--- src/rtl/qgemm_absmax_ctrl.sv ---
`default_nettype none
// ============================================================================
//  Module      : qgemm_absmax_ctrl
//  Description : Sequencing controller for the qgemm absolute-max reduction
//                path. Accepts a tile of num_rows_i rows over a valid/ready
//                stream and routes each accepted row to an external
//                combinational max-finder. Folds the per-row maxima into a
//                running tile maximum, then presents the tile max exponent
//                and mantissa on a valid/ready result port.
//  Ports       : clk_i, rst_i                 clock / sync active-high reset
//                start_i, num_rows_i          tile request and row count
//                busy_o, cfg_err_o            status / illegal-count pulse
//                row_valid_i/_ready_o/_data_i row beat stream
//                mf_data_o, mf_max_exp_i,
//                mf_max_mant_i                max-finder hookup
//                res_valid_o/_ready_i,
//                res_max_exp_o/_mant_o,
//                res_zero_o                   tile result
//  Revision    : 1.0  initial release
// ============================================================================
module qgemm_absmax_ctrl #(
    parameter  int MAT_SIZE  = 16,
    parameter  int FP_DATA_W = 32,
    parameter  int FP_EXP_W  = 8,
    parameter  int FP_MANT_W = 23,
    parameter  int MAX_ROWS  = 16,
    localparam int ROW_CNT_W = $clog2(MAX_ROWS + 1)
) (
    input  logic                          clk_i,
    input  logic                          rst_i,
    input  logic                          start_i,
    input  logic [ROW_CNT_W-1:0]          num_rows_i,
    output logic                          busy_o,
    output logic                          cfg_err_o,
    input  logic                          row_valid_i,
    output logic                          row_ready_o,
    input  logic [FP_DATA_W*MAT_SIZE-1:0] row_data_i,
    output logic [FP_DATA_W*MAT_SIZE-1:0] mf_data_o,
    input  logic [FP_EXP_W-1:0]           mf_max_exp_i,
    input  logic [FP_MANT_W-1:0]          mf_max_mant_i,
    output logic                          res_valid_o,
    input  logic                          res_ready_i,
    output logic [FP_EXP_W-1:0]           res_max_exp_o,
    output logic [FP_MANT_W-1:0]          res_max_mant_o,
    output logic                          res_zero_o
);

    localparam logic [ROW_CNT_W-1:0] c_max_rows = ROW_CNT_W'(MAX_ROWS);
    localparam logic [ROW_CNT_W-1:0] c_one      = ROW_CNT_W'(1);

    typedef enum logic [1:0] {
        ST_IDLE    = 2'd0,
        ST_COLLECT = 2'd1,
        ST_OUTPUT  = 2'd2
    } state_t;

    state_t                 r_state;
    state_t                 w_state_nxt;
    logic [ROW_CNT_W-1:0]   r_rows_left;
    logic [FP_EXP_W-1:0]    r_max_exp;
    logic [FP_MANT_W-1:0]   r_max_mant;
    logic                   r_cfg_err;

    logic                   w_legal;
    logic                   w_start_ok;
    logic                   w_cfg_err_set;
    logic                   w_accept;
    logic                   w_last;
    logic                   w_take;
    logic [FP_EXP_W+FP_MANT_W:0] w_run_key;
    logic [FP_EXP_W+FP_MANT_W:0] w_mf_key;

    assign w_legal       = (num_rows_i != '0) && (num_rows_i <= c_max_rows);
    assign w_start_ok    = (r_state == ST_IDLE) && start_i && w_legal;
    assign w_cfg_err_set = (r_state == ST_IDLE) && start_i && !w_legal;
    assign w_accept      = (r_state == ST_COLLECT) && row_valid_i;
    assign w_last        = w_accept && (r_rows_left == c_one);

    // Ordering key {exp, hidden, mant}: larger exponent wins first, then the
    // significand including the implicit bit. Strict greater-than keeps the
    // running value on a tie.
    assign w_run_key = {r_max_exp, (r_max_exp != '0), r_max_mant};
    assign w_mf_key  = {mf_max_exp_i, (mf_max_exp_i != '0), mf_max_mant_i};
    assign w_take    = (w_mf_key > w_run_key);

    // State register
    always_ff @(posedge clk_i) begin
        if (rst_i) begin
            r_state <= ST_IDLE;
        end else begin
            r_state <= w_state_nxt;
        end
    end

    // Next-state and state-decoded outputs
    always_comb begin
        w_state_nxt = r_state;
        busy_o      = 1'b0;
        row_ready_o = 1'b0;
        res_valid_o = 1'b0;
        mf_data_o   = '0;
        case (r_state)
            ST_IDLE: begin
                if (w_start_ok) begin
                    w_state_nxt = ST_COLLECT;
                end
            end
            ST_COLLECT: begin
                busy_o      = 1'b1;
                row_ready_o = 1'b1;
                mf_data_o   = row_data_i;
                if (w_last) begin
                    w_state_nxt = ST_OUTPUT;
                end
            end
            ST_OUTPUT: begin
                busy_o      = 1'b1;
                res_valid_o = 1'b1;
                if (res_ready_i) begin
                    w_state_nxt = ST_IDLE;
                end
            end
            default: begin
                w_state_nxt = ST_IDLE;
            end
        endcase
    end

    // Row counter, running maximum and error pulse
    always_ff @(posedge clk_i) begin
        if (rst_i) begin
            r_rows_left <= '0;
            r_max_exp   <= '0;
            r_max_mant  <= '0;
            r_cfg_err   <= 1'b0;
        end else begin
            r_cfg_err <= w_cfg_err_set;
            if (w_start_ok) begin
                r_rows_left <= num_rows_i;
                r_max_exp   <= '0;
                r_max_mant  <= '0;
            end else if (w_accept) begin
                r_rows_left <= r_rows_left - c_one;
                if (w_take) begin
                    r_max_exp  <= mf_max_exp_i;
                    r_max_mant <= mf_max_mant_i;
                end
            end
        end
    end

    assign cfg_err_o      = r_cfg_err;
    assign res_max_exp_o  = r_max_exp;
    assign res_max_mant_o = r_max_mant;
    assign res_zero_o     = (r_max_exp == '0) && (r_max_mant == '0);

endmodule
`default_nettype wire

--- config.mk ---
export PLATFORM = sky130hd
export DESIGN_NAME = qgemm_absmax_ctrl
export DESIGN_NICKNAME = d
export VERILOG_FILES = /design/src/rtl/qgemm_absmax_ctrl.sv
export SDC_FILE = /design/constraint.sdc
export NUM_CORES = 1
export LEC_CHECK = 0
export BUFFER_PORTS_ARGS = -buffer_cell sky130_fd_sc_hd__buf_4
export CAP_MARGIN = 20
export CORE_AREA = 2 2 426 428
export CTS_CLUSTER_SIZE = 14
export DETAILED_ROUTE_END_ITERATION = 8
export DIE_AREA = 0 0 428 430
export GPL_TIMING_DRIVEN = 0
export PLACE_DENSITY = 0.3
export SYNTH_ARGS = -nofsm -noshare
export SYNTH_HDL_FRONTEND = slang
export SYNTH_SLANG_ARGS = --single-unit
--- constraint.sdc ---
create_clock -name clk_i -period 2.6 [get_ports clk_i]
set_clock_uncertainty 0.15 [all_clocks]
set_input_delay 0.26 -clock clk_i [delete_from_list [all_inputs] [get_ports clk_i]]
set_output_delay 0.26 -clock clk_i [all_outputs]
set_load 0.01 [all_outputs]
After elaboration in Yosys (flattened, before gate mapping)
Index checks and enable logic that the tools add are counted.
{ "classes": {"n_addsub": 1, "mul": 0, "div": 0, "n_lt_le_gt_ge": 2, "n_eq_ne": 6, "n_shift": 0, "mux": 10, "n_bitwise": 0, "reduce_logical": 19} }
{ "ops": {"columns": ["operator", "count"], "rows": [
  ["$mux W512", 1],
  ["$gt A32 B32 Y1", 1],
  ["$logic_not A23 Y1", 1],
  ["$reduce_bool A8 Y1", 2],
  ["$mux W5", 2],
  ["$logic_not A8 Y1", 1],
  ["$logic_and A1 B1 Y1", 7],
  ["$mux W2", 3],
  ["$ne A2 B2 Y1 const B", 3],
  ["$pmux W2 S3", 1],
  ["$eq A5 B1 Y1 const B", 1],
  ["$le A5 B5 Y1 const B", 1],
  ["$reduce_bool A5 Y1", 1],
  ["$sub A5 B1 Y5 const B", 1],
  ["$reduce_or A2 Y1", 2],
  ["$mux W1", 3],
  ["$reduce_and A3 Y1", 1],
  ["$eq A2 B1 Y1 const B", 1],
  ["$eq A2 B2 Y1 const B", 1],
  ["$logic_not A2 Y1", 1],
  ["$reduce_and A2 Y1", 1],
  ["$reduce_bool A2 Y1", 1],
  ["$logic_not A1 Y1", 1]
]} }
{ "totals": {"regBits": 39, "latch_bits": 0, "mem_bits_rw": 0, "mem_bits_ro": 0, "in_bits": 553, "output_inout_bits": 548, "word_cells": 43, "mem_count": 0} }

Depth between registers and ports, before layout
Gate-level depths: netlist of the first run.
{ "logic_depth": {"ltp_word": 5, "ltp_mapped": 11, "depth_no_buf": 10} }

Least setup slack after synthesis of the first run
No wires, ideal clock.
{ "synth_timing": {"path_type": "reg-to-reg", "start": "reg r_max_exp[5] (netlist: res_max_exp_o[5])", "end": "reg r_max_exp[0] (netlist: res_max_exp_o[0])", "setup_time_ps": 70, "arrival_time_ps": 1974, "t_required_ps": 2380, "slack_ps": 406, "stages_incl_launch_ff": 12, "n_path_buf": 1, "synth_period_minus_slack_ps": 2194, "path_cell_list": "dfxtp_1 -> inv_1 -> nand4_1 -> nor2_1 -> ha_1 -> nand4_1 -> nor4_2 -> nor3b_2 -> o31a_2 -> buf_6 -> o21ai_1 -> a21boi_1"} }
{ "synth_via": {"elab_chain_cells": 3} }
{ "synth_lines": {"columns": ["element", "line_no", "text"], "rows": [
  ["start: declaration", "60", "logic [FP_EXP_W-1:0] r_max_exp;"],
  ["start signal: assignment", "145", "r_max_exp <= mf_max_exp_i;"],
  ["$reduce_bool A8 Y1", "82", "assign w_run_key = {r_max_exp, (r_max_exp != '0), r_max_mant};"],
  ["$gt A32 B32 Y1 (*)", "84", "assign w_take = (w_mf_key > w_run_key);"],
  ["$reduce_and A2 Y1 (no line) (*)", null, null]
]} }
Every way passes the cells marked *; elsewhere a longest branch is shown, timed or not.
A chain may end at the register's enable or synchronous reset.

Final worst setup path of the first run
{ "layout_timing": {"start": "reg r_max_mant[14] (netlist: res_max_mant_o[14])", "end": "reg r_max_exp[1] (netlist: res_max_exp_o[1])"} }
{ "layout_via": {"elab_chain_cells": 2} }
{ "layout_lines": {"columns": ["element", "line_no", "text"], "rows": [
  ["start: declaration", "61", "logic [FP_MANT_W-1:0] r_max_mant;"],
  ["start signal: assignment", "146", "r_max_mant <= mf_max_mant_i;"],
  ["$gt A32 B32 Y1", "84", null],
  ["$reduce_and A2 Y1 (no line)", null, null]
]} }
Every way passes these cells.

==> out/qor.yml, run 1 <==
outcome:
  status: "complete, but fails checks"
  failed_checks: "negative setup slack"
grt:
  grt.total_usage_pct: 17.12
  antenna_found_initial: 204
  grt_pass1_vias: 11290
  grt_first_pass_wirelength_um: 189400
  grt_overflow_total: 0
  grt_max_degree: 13
yosys:
  syn_inst: 895
  synth_top_area_share_pct: 52.70
  async_flop_share_pct: 0
  synth_seq_cells: 39
  ys_warn_count: 0
  ys.flop_type: "dfxtp_1"
  synth_edf_count: 0
  avgSynthCellArea_um2: 6.791
  ys_seq_area_share_pct: 12.84
  yosys-top-cells-area: "and2_1 (53%), dfxtp_1 (13%), ha_1 (7.6%)"
  synth_fp_nets: 1485
  netlist_area_um2: 6078
  synth_common_cells: "and2_1 (512), clkbuf_1 (60), dfxtp_1 (39), ha_1 (37), inv_1 (35)"
  yosysMostFrequentCell: "and2_1"
  synth.distinct_cells: 42
  synth_area_leader_cell: "and2_1"
cells_and_area:
  drive_gt1_share_pct: 62.72
  multiInputGateArea_um2: 5060
  syn_to_final_growth_pct: 197.1
  nets: 2601
  fin_util_pct: 10.05
  seqCellArea_um2: 800.8
  design_area_um2: 18060
  num-fill-cells: 21060
setup_path:
  slowest_delay_ns: 0.39
  crit_type: "flop to flop"
  crit_required_ns: 2.67
  slowest_stage: "dfxtp_1"
  crit_chain: "inv_1, ha_1, nand4_1, or2_4, a211oi_4, o31a_4, buf_6, o21ai_1, a21boi_1"
  endpoint_kind: "flop"
  critPathTopFamily: "compound AO/OA/AOI/OAI gates"
  crit_fanout: 10
  cp.buffers_inverters: 2
  worst_setup_path_start_kind: "flop"
  worst-endpoint-arrival_ns: 2.68
placed_design:
  portBuffers: 1099
  pre_cts_ws_ns: -1.032
  dpl.hpwl_um: 156000
  gp_congestion: 0.9860
  dpl_cell_area_um2: 17300
routing:
  viasPerCell: 2.642
  ant_nets: 0
  firstDrtPassIters: 5
  drc_errors: 0
  drt_iter0_markers: 689
  vias: 11650
  wl_per_cell_um: 37.28
  wirelength_um: 164400
timing:
  slew_headroom_pct: 63.94
  grt_setup_unrepaired: "yes"
  hold_viol_final: 0
  timing.final.crit_share_pct: 100.3
  fmax_ghz: 0.3834
  slew_violations: 0
  fin_crit_ns: 2.608
  finalSetupViolCount: 2
  tightest_slew_ns: 0.5368
  fin_tns_setup_ns: -0.008940
  fin_ws_ns: -0.008062
clocking:
  clk_pin_slew_ns: 0.07
  cts_made_buffers: 5
  cts_buffer_depth: 2
  clk_latency_ns: 0.30
  cts-root-buf: "clkbuf_16"
  cts.sinks: 39
  htree_levels: 2
  hold_buffers: 0
  cts_tree: "done"
flow_run:
  drv_cap: 0
power_and_ir_drop:
  p_total_w: 0.01029
  ir_drop_mv: 0.2301
  p_leak_nw: 8.476
  pwr_density_cell_nw_per_um2: 569.9
die:
  num_io_pins: 1101
  die_w_um: 428
  die_h_um: 430
  rows: 156
  die_area_um2: 184000
  initial_core_util_pct: 3.381
  core_um2: 179800
hold_path:
  hp-class: "input port to flop"
-- layout make-up --
class,instances,share of cell area [%]
clock buffers,6,0.7136
flip-flops and latches,39,4.434
repair buffers,1111,46.57
clock inverters,2,0.06929
diodes,28,0.3880
inverters,35,0.7275
well taps,2370,16.42
multi-input cells,747,28.02
plain buffers,72,2.661
-- layout by cell type, fill, tap and decap left out, drive strengths merged, types with 2 or more instances in the layout --
cell type	n
nand2	13
xnor2	3
a21o	3
nor3	4
o21ai	36
a21boi	31
clkbuf	62
inv	35
nor2	9
a31oi	2
mux2i	2
ha	37
a211oi	7
dfxtp	39
a21oi	14
and2	512
o21a	2
xor2	2
nor2b	2
nor4	12
nand3	34
diode	28
nand4	11
buf	1127
-- power by group --
group / total, W / switching, W / internal (W)
Sequential: 0.000706 / 0.0000580 / 0.000648
Clock: 0.000646 / 0.000290 / 0.000356
Combinational: 0.00894 / 0.00531 / 0.00363
-- worst reg2reg max path, delay by kind of cell, from the launching register on --
kind / cells / cell delay [ns]
compound gates: 4 / 0.75
fa+ha+maj: 1 / 0.31
buf+inv: 2 / 0.23
flops: 1 / 0.39
simple gates: 2 / 0.71
-- sequential cells by signal, indices dropped and copies added (netlist names) --
| signal | cells |
|---|---|
| r_state | 2 |
| r_rows_left | 5 |
| res_max_exp_o | 8 |
| res_max_mant_o | 23 |
| cfg_err_o | 1 |
-- final timing paths --
check,start,to,slack [ns],depth (start not counted)
setup / recovery,res_max_mant_o[14]$_SDFFE_PP0P_,res_max_exp_o[1]$_SDFFE_PP0P_,-0.008,9
hold / removal,num_rows_i[1],r_rows_left[1]$_SDFFE_PP0P_,0.06,3
setup reg to reg,res_max_mant_o[14]$_SDFFE_PP0P_,res_max_exp_o[1]$_SDFFE_PP0P_,-0.008,9
hold reg to reg,res_max_exp_o[2]$_SDFFE_PP0P_,res_max_exp_o[2]$_SDFFE_PP0P_,0.34,2
-- metal layers --
metal	GRT usage, %	vias up	share of wire, %
met5	0	-	0.11
met2	32.73	771	53
met1	16.96	5430	33
li1	-	5116	-
met3	7.826	303	11
met4	2.814	30	2.4
-- timing repair --
item                       4_1_cts  5_1_grt
gates resized for setup        108       92
gates cloned                     1        1
pin swaps                        4        6
setup endpoints to repair      545      133
buffers inserted                 3        7
-- kinds of logic (layout without fill, tap and decap cells) --
group	Yosys count	count (layout)	share of synthesized area, %
AO/OA/AOI/OAI	102	102	10.68
XOR/XNOR	5	5	0.7206
adder cells (fa/ha/maj)	37	37	7.616
buffers and inverters	109	1226	7.307
flip-flops	39	39	12.84
multiplexers	2	2	0.3294
other	0	28	0
AND/OR/NAND/NOR	601	601	60.50
-- through the flow --
| stage | cells | hold WS [ns] |
|---|---|---|
| 2_1_floorplan | 895 | 0.2374 |
| 3_3_place_gp | 4364 | 0.3320 |
| 3_5_place_dp | 4364 | 0.3314 |
| 4_1_cts | 4375 | 0.05702 |
| 5_1_grt | 4390 | 0.06980 |
| 6_report | 4410 | 0.06297 |
(Power assumes the default switching activity.)
==> inputs of run 2 (changes only) <==
--- a/config.mk
+++ b/config.mk
@@ -12,7 +12,9 @@
 export DETAILED_ROUTE_END_ITERATION = 8
 export DIE_AREA = 0 0 428 430
 export GPL_TIMING_DRIVEN = 0
+export MAX_ROUTING_LAYER = met4
 export PLACE_DENSITY = 0.3
+export SKIP_CTS_REPAIR_TIMING = 1
 export SYNTH_ARGS = -nofsm -noshare
 export SYNTH_HDL_FRONTEND = slang
 export SYNTH_SLANG_ARGS = --single-unit
==> run 2 against run 1 <==
Count of clock-buffer cells in the layout down 1. Non-clock buffer count unchanged. Worst hold slack better by 0.0038 ns. Utilization about the same. Global-route usage up 0.45 points. Cell area up 0.17%. Flip-flop and latch count unchanged. First-iteration DRC count down 5.4%. Routed wire length down 0.22%. The flow still finishes with violations (negative setup slack). Largest cell class unchanged. Cell count up 0.39%. Fmax down 0.11%. Combinational power down 2%.
==> out/qor.yml, run 2 (synthesized netlist as in run 1, its figures left out) <==
outcome:
  status: "complete, but fails checks"
  failed_checks: "negative setup slack"
flow_run:
  drv_cap: 0
die:
  rows: 156
  core_um2: 179800
  die_area_um2: 184000
  die_h_um: 430
  initial_core_util_pct: 3.381
  die_w_um: 428
  num_io_pins: 1101
routing:
  wl_per_cell_um: 37.06
  ant_nets: 0
  wirelength_um: 164000
  drc_errors: 0
  vias: 11670
  viasPerCell: 2.636
  drt_iter0_markers: 652
  firstDrtPassIters: 5
grt:
  met2_usage_pct: 33.00
  gr-usage-met3_pct: 8.340
  grt.busiest_layer: "met2"
  grt_pass1_vias: 11360
  grt.total_usage_pct: 17.57
  antenna_found_initial: 194
  grt_overflow_total: 0
  use_met1_pct: 16.46
  grt_first_pass_wirelength_um: 189100
  grt_max_degree: 14
cells_and_area:
  fin_util_pct: 10.06
  num-fill-cells: 21100
  drive_gt1_share_pct: 61.88
  final_common_cell: "buf_4"
  largest_reg_flops: 23
  syn_to_final_growth_pct: 197.6
  final_cell_mix: "buf_4 (1,108), and2_1 (488), ha_1 (36), nand3_1 (34), clkbuf_2 (33)"
  nets: 2601
  design_area_um2: 18090
clocking:
  clk_pin_slew_ns: 0.07
  cts.sinks: 39
  htree_levels: 2
  cts_made_buffers: 5
  cts-root-buf: "clkbuf_16"
  clk_latency_ns: 0.30
  cts_tree: "done"
  cts_buffer_depth: 2
power_and_ir_drop:
  p_leak_nw: 8.460
  ir_drop_mv: 0.3556
  pwr_density_cell_nw_per_um2: 572.0
placed_design:
  gp_congestion: 0.9923
  dpl_cell_area_um2: 17300
  portBuffers: 1099
  dpl.hpwl_um: 156200
setup_path:
  worst_setup_path_start_kind: "flop"
  crit_fanout: 4
  endpoint_kind: "output pin"
  r2r_slack_ns: 0.04
  crit-reg2reg-capture: "res_max_exp_o[1]$_SDFFE_PP0P_"
  reg2regPathDepth: 11
  r2r-start: "res_max_exp_o[0]$_SDFFE_PP0P_"
  crit_required_ns: 2.19
  crit_type: "flop to output pin"
  worst-endpoint-arrival_ns: 2.20
timing:
  slew_violations: 0
  fin_ws_ns: -0.01083
  slew_headroom_pct: 55.75
  hold_viol_final: 0
  finalSetupViolCount: 1
  grt_setup_unrepaired: "yes"
  tightest_slew_ns: 0.6577
  fmax_ghz: 0.3830
  fin_crit_ns: 2.611
  timing.final.crit_share_pct: 100.4
hold_path:
  min_to: "r_rows_left[1]$_SDFFE_PP0P_"
  hold_path_depth: 3
  hp-class: "input port to flop"
  min_from: "num_rows_i[1]"
[run 2: critical path: stages, from the launching register on]
cell and delay (ns):
dfxtp_1 0.34, nor3_1 0.51, nand4_1 0.24, nor4_1 0.55
buf_4 0.26
[run 2: per-layer routing]
layer,up-vias,wire (um)
met3,277,17930
met2,769,87610
met5,-,0
li1,5151,-
met1,5472,54360
met4,0,4143
[run 2: metrics by stage]
stage	setup slack [ns]	setup TNS, ns	hold WS, ns	cells	power (W)
5_1_grt	-0.1540	-3.341	0.08118	4405	0.01099
3_3_place_gp	-2.267	-576.15	0.3262	4364	0.009584
4_1_cts	-1.361	-411.41	0.06168	4372	0.01042
2_1_floorplan	0.4064	0	0.2374	895	0.003412
3_5_place_dp	-1.033	-250.79	0.3244	4364	0.009514
6_report	-0.01083	-0.01083	0.06677	4427	0.01035
[run 2: area by class of cell]
cell class / count / area [um2] / share of cell area, %
Antenna cell: 45 / 112.6 / 0.6225
Sequential cell: 39 / 803.3 / 4.441
Buffer: 73 / 466.7 / 2.580
Inverter: 35 / 131.4 / 0.7263
Clock inverter: 3 / 67.56 / 0.3735
Tap cell: 2370 / 2965 / 16.39
Clock buffer: 5 / 125.1 / 0.6917
Multi-Input combinational cell: 747 / 5034 / 27.83
Timing Repair Buffer: 1110 / 8383 / 46.34
[run 2: worst max path at each step]
stage                                         start                         endpoint  cells after the start
global route          res_max_exp_o[1]$_SDFFE_PP0P_  res_max_mant_o[11]$_SDFFE_PP0P_                     11
global placement            r_state[1]$_SDFFE_PP0P_                   mf_data_o[502]                      7
finish              res_max_mant_o[19]$_SDFFE_PP0P_                       res_zero_o                      4
floorplan             res_max_exp_o[5]$_SDFFE_PP0P_    res_max_exp_o[0]$_SDFFE_PP0P_                     11
CTS                         r_state[1]$_SDFFE_PP0P_                   mf_data_o[505]                      7
detailed placement          r_state[1]$_SDFFE_PP0P_                   mf_data_o[505]                      7
[run 2: where the power goes]
part / total (W) / switching, W / internal (W) / leakage [nW]
clock: 0.000844 / 0.000293 / 0.000551 / 0.0903
combinational: 0.00880 / 0.00525 / 0.00354 / 8.05
sequential: 0.000705 / 0.0000566 / 0.000649 / 0.323
total: 0.0103 / 0.00560 / 0.00474 / 8.46
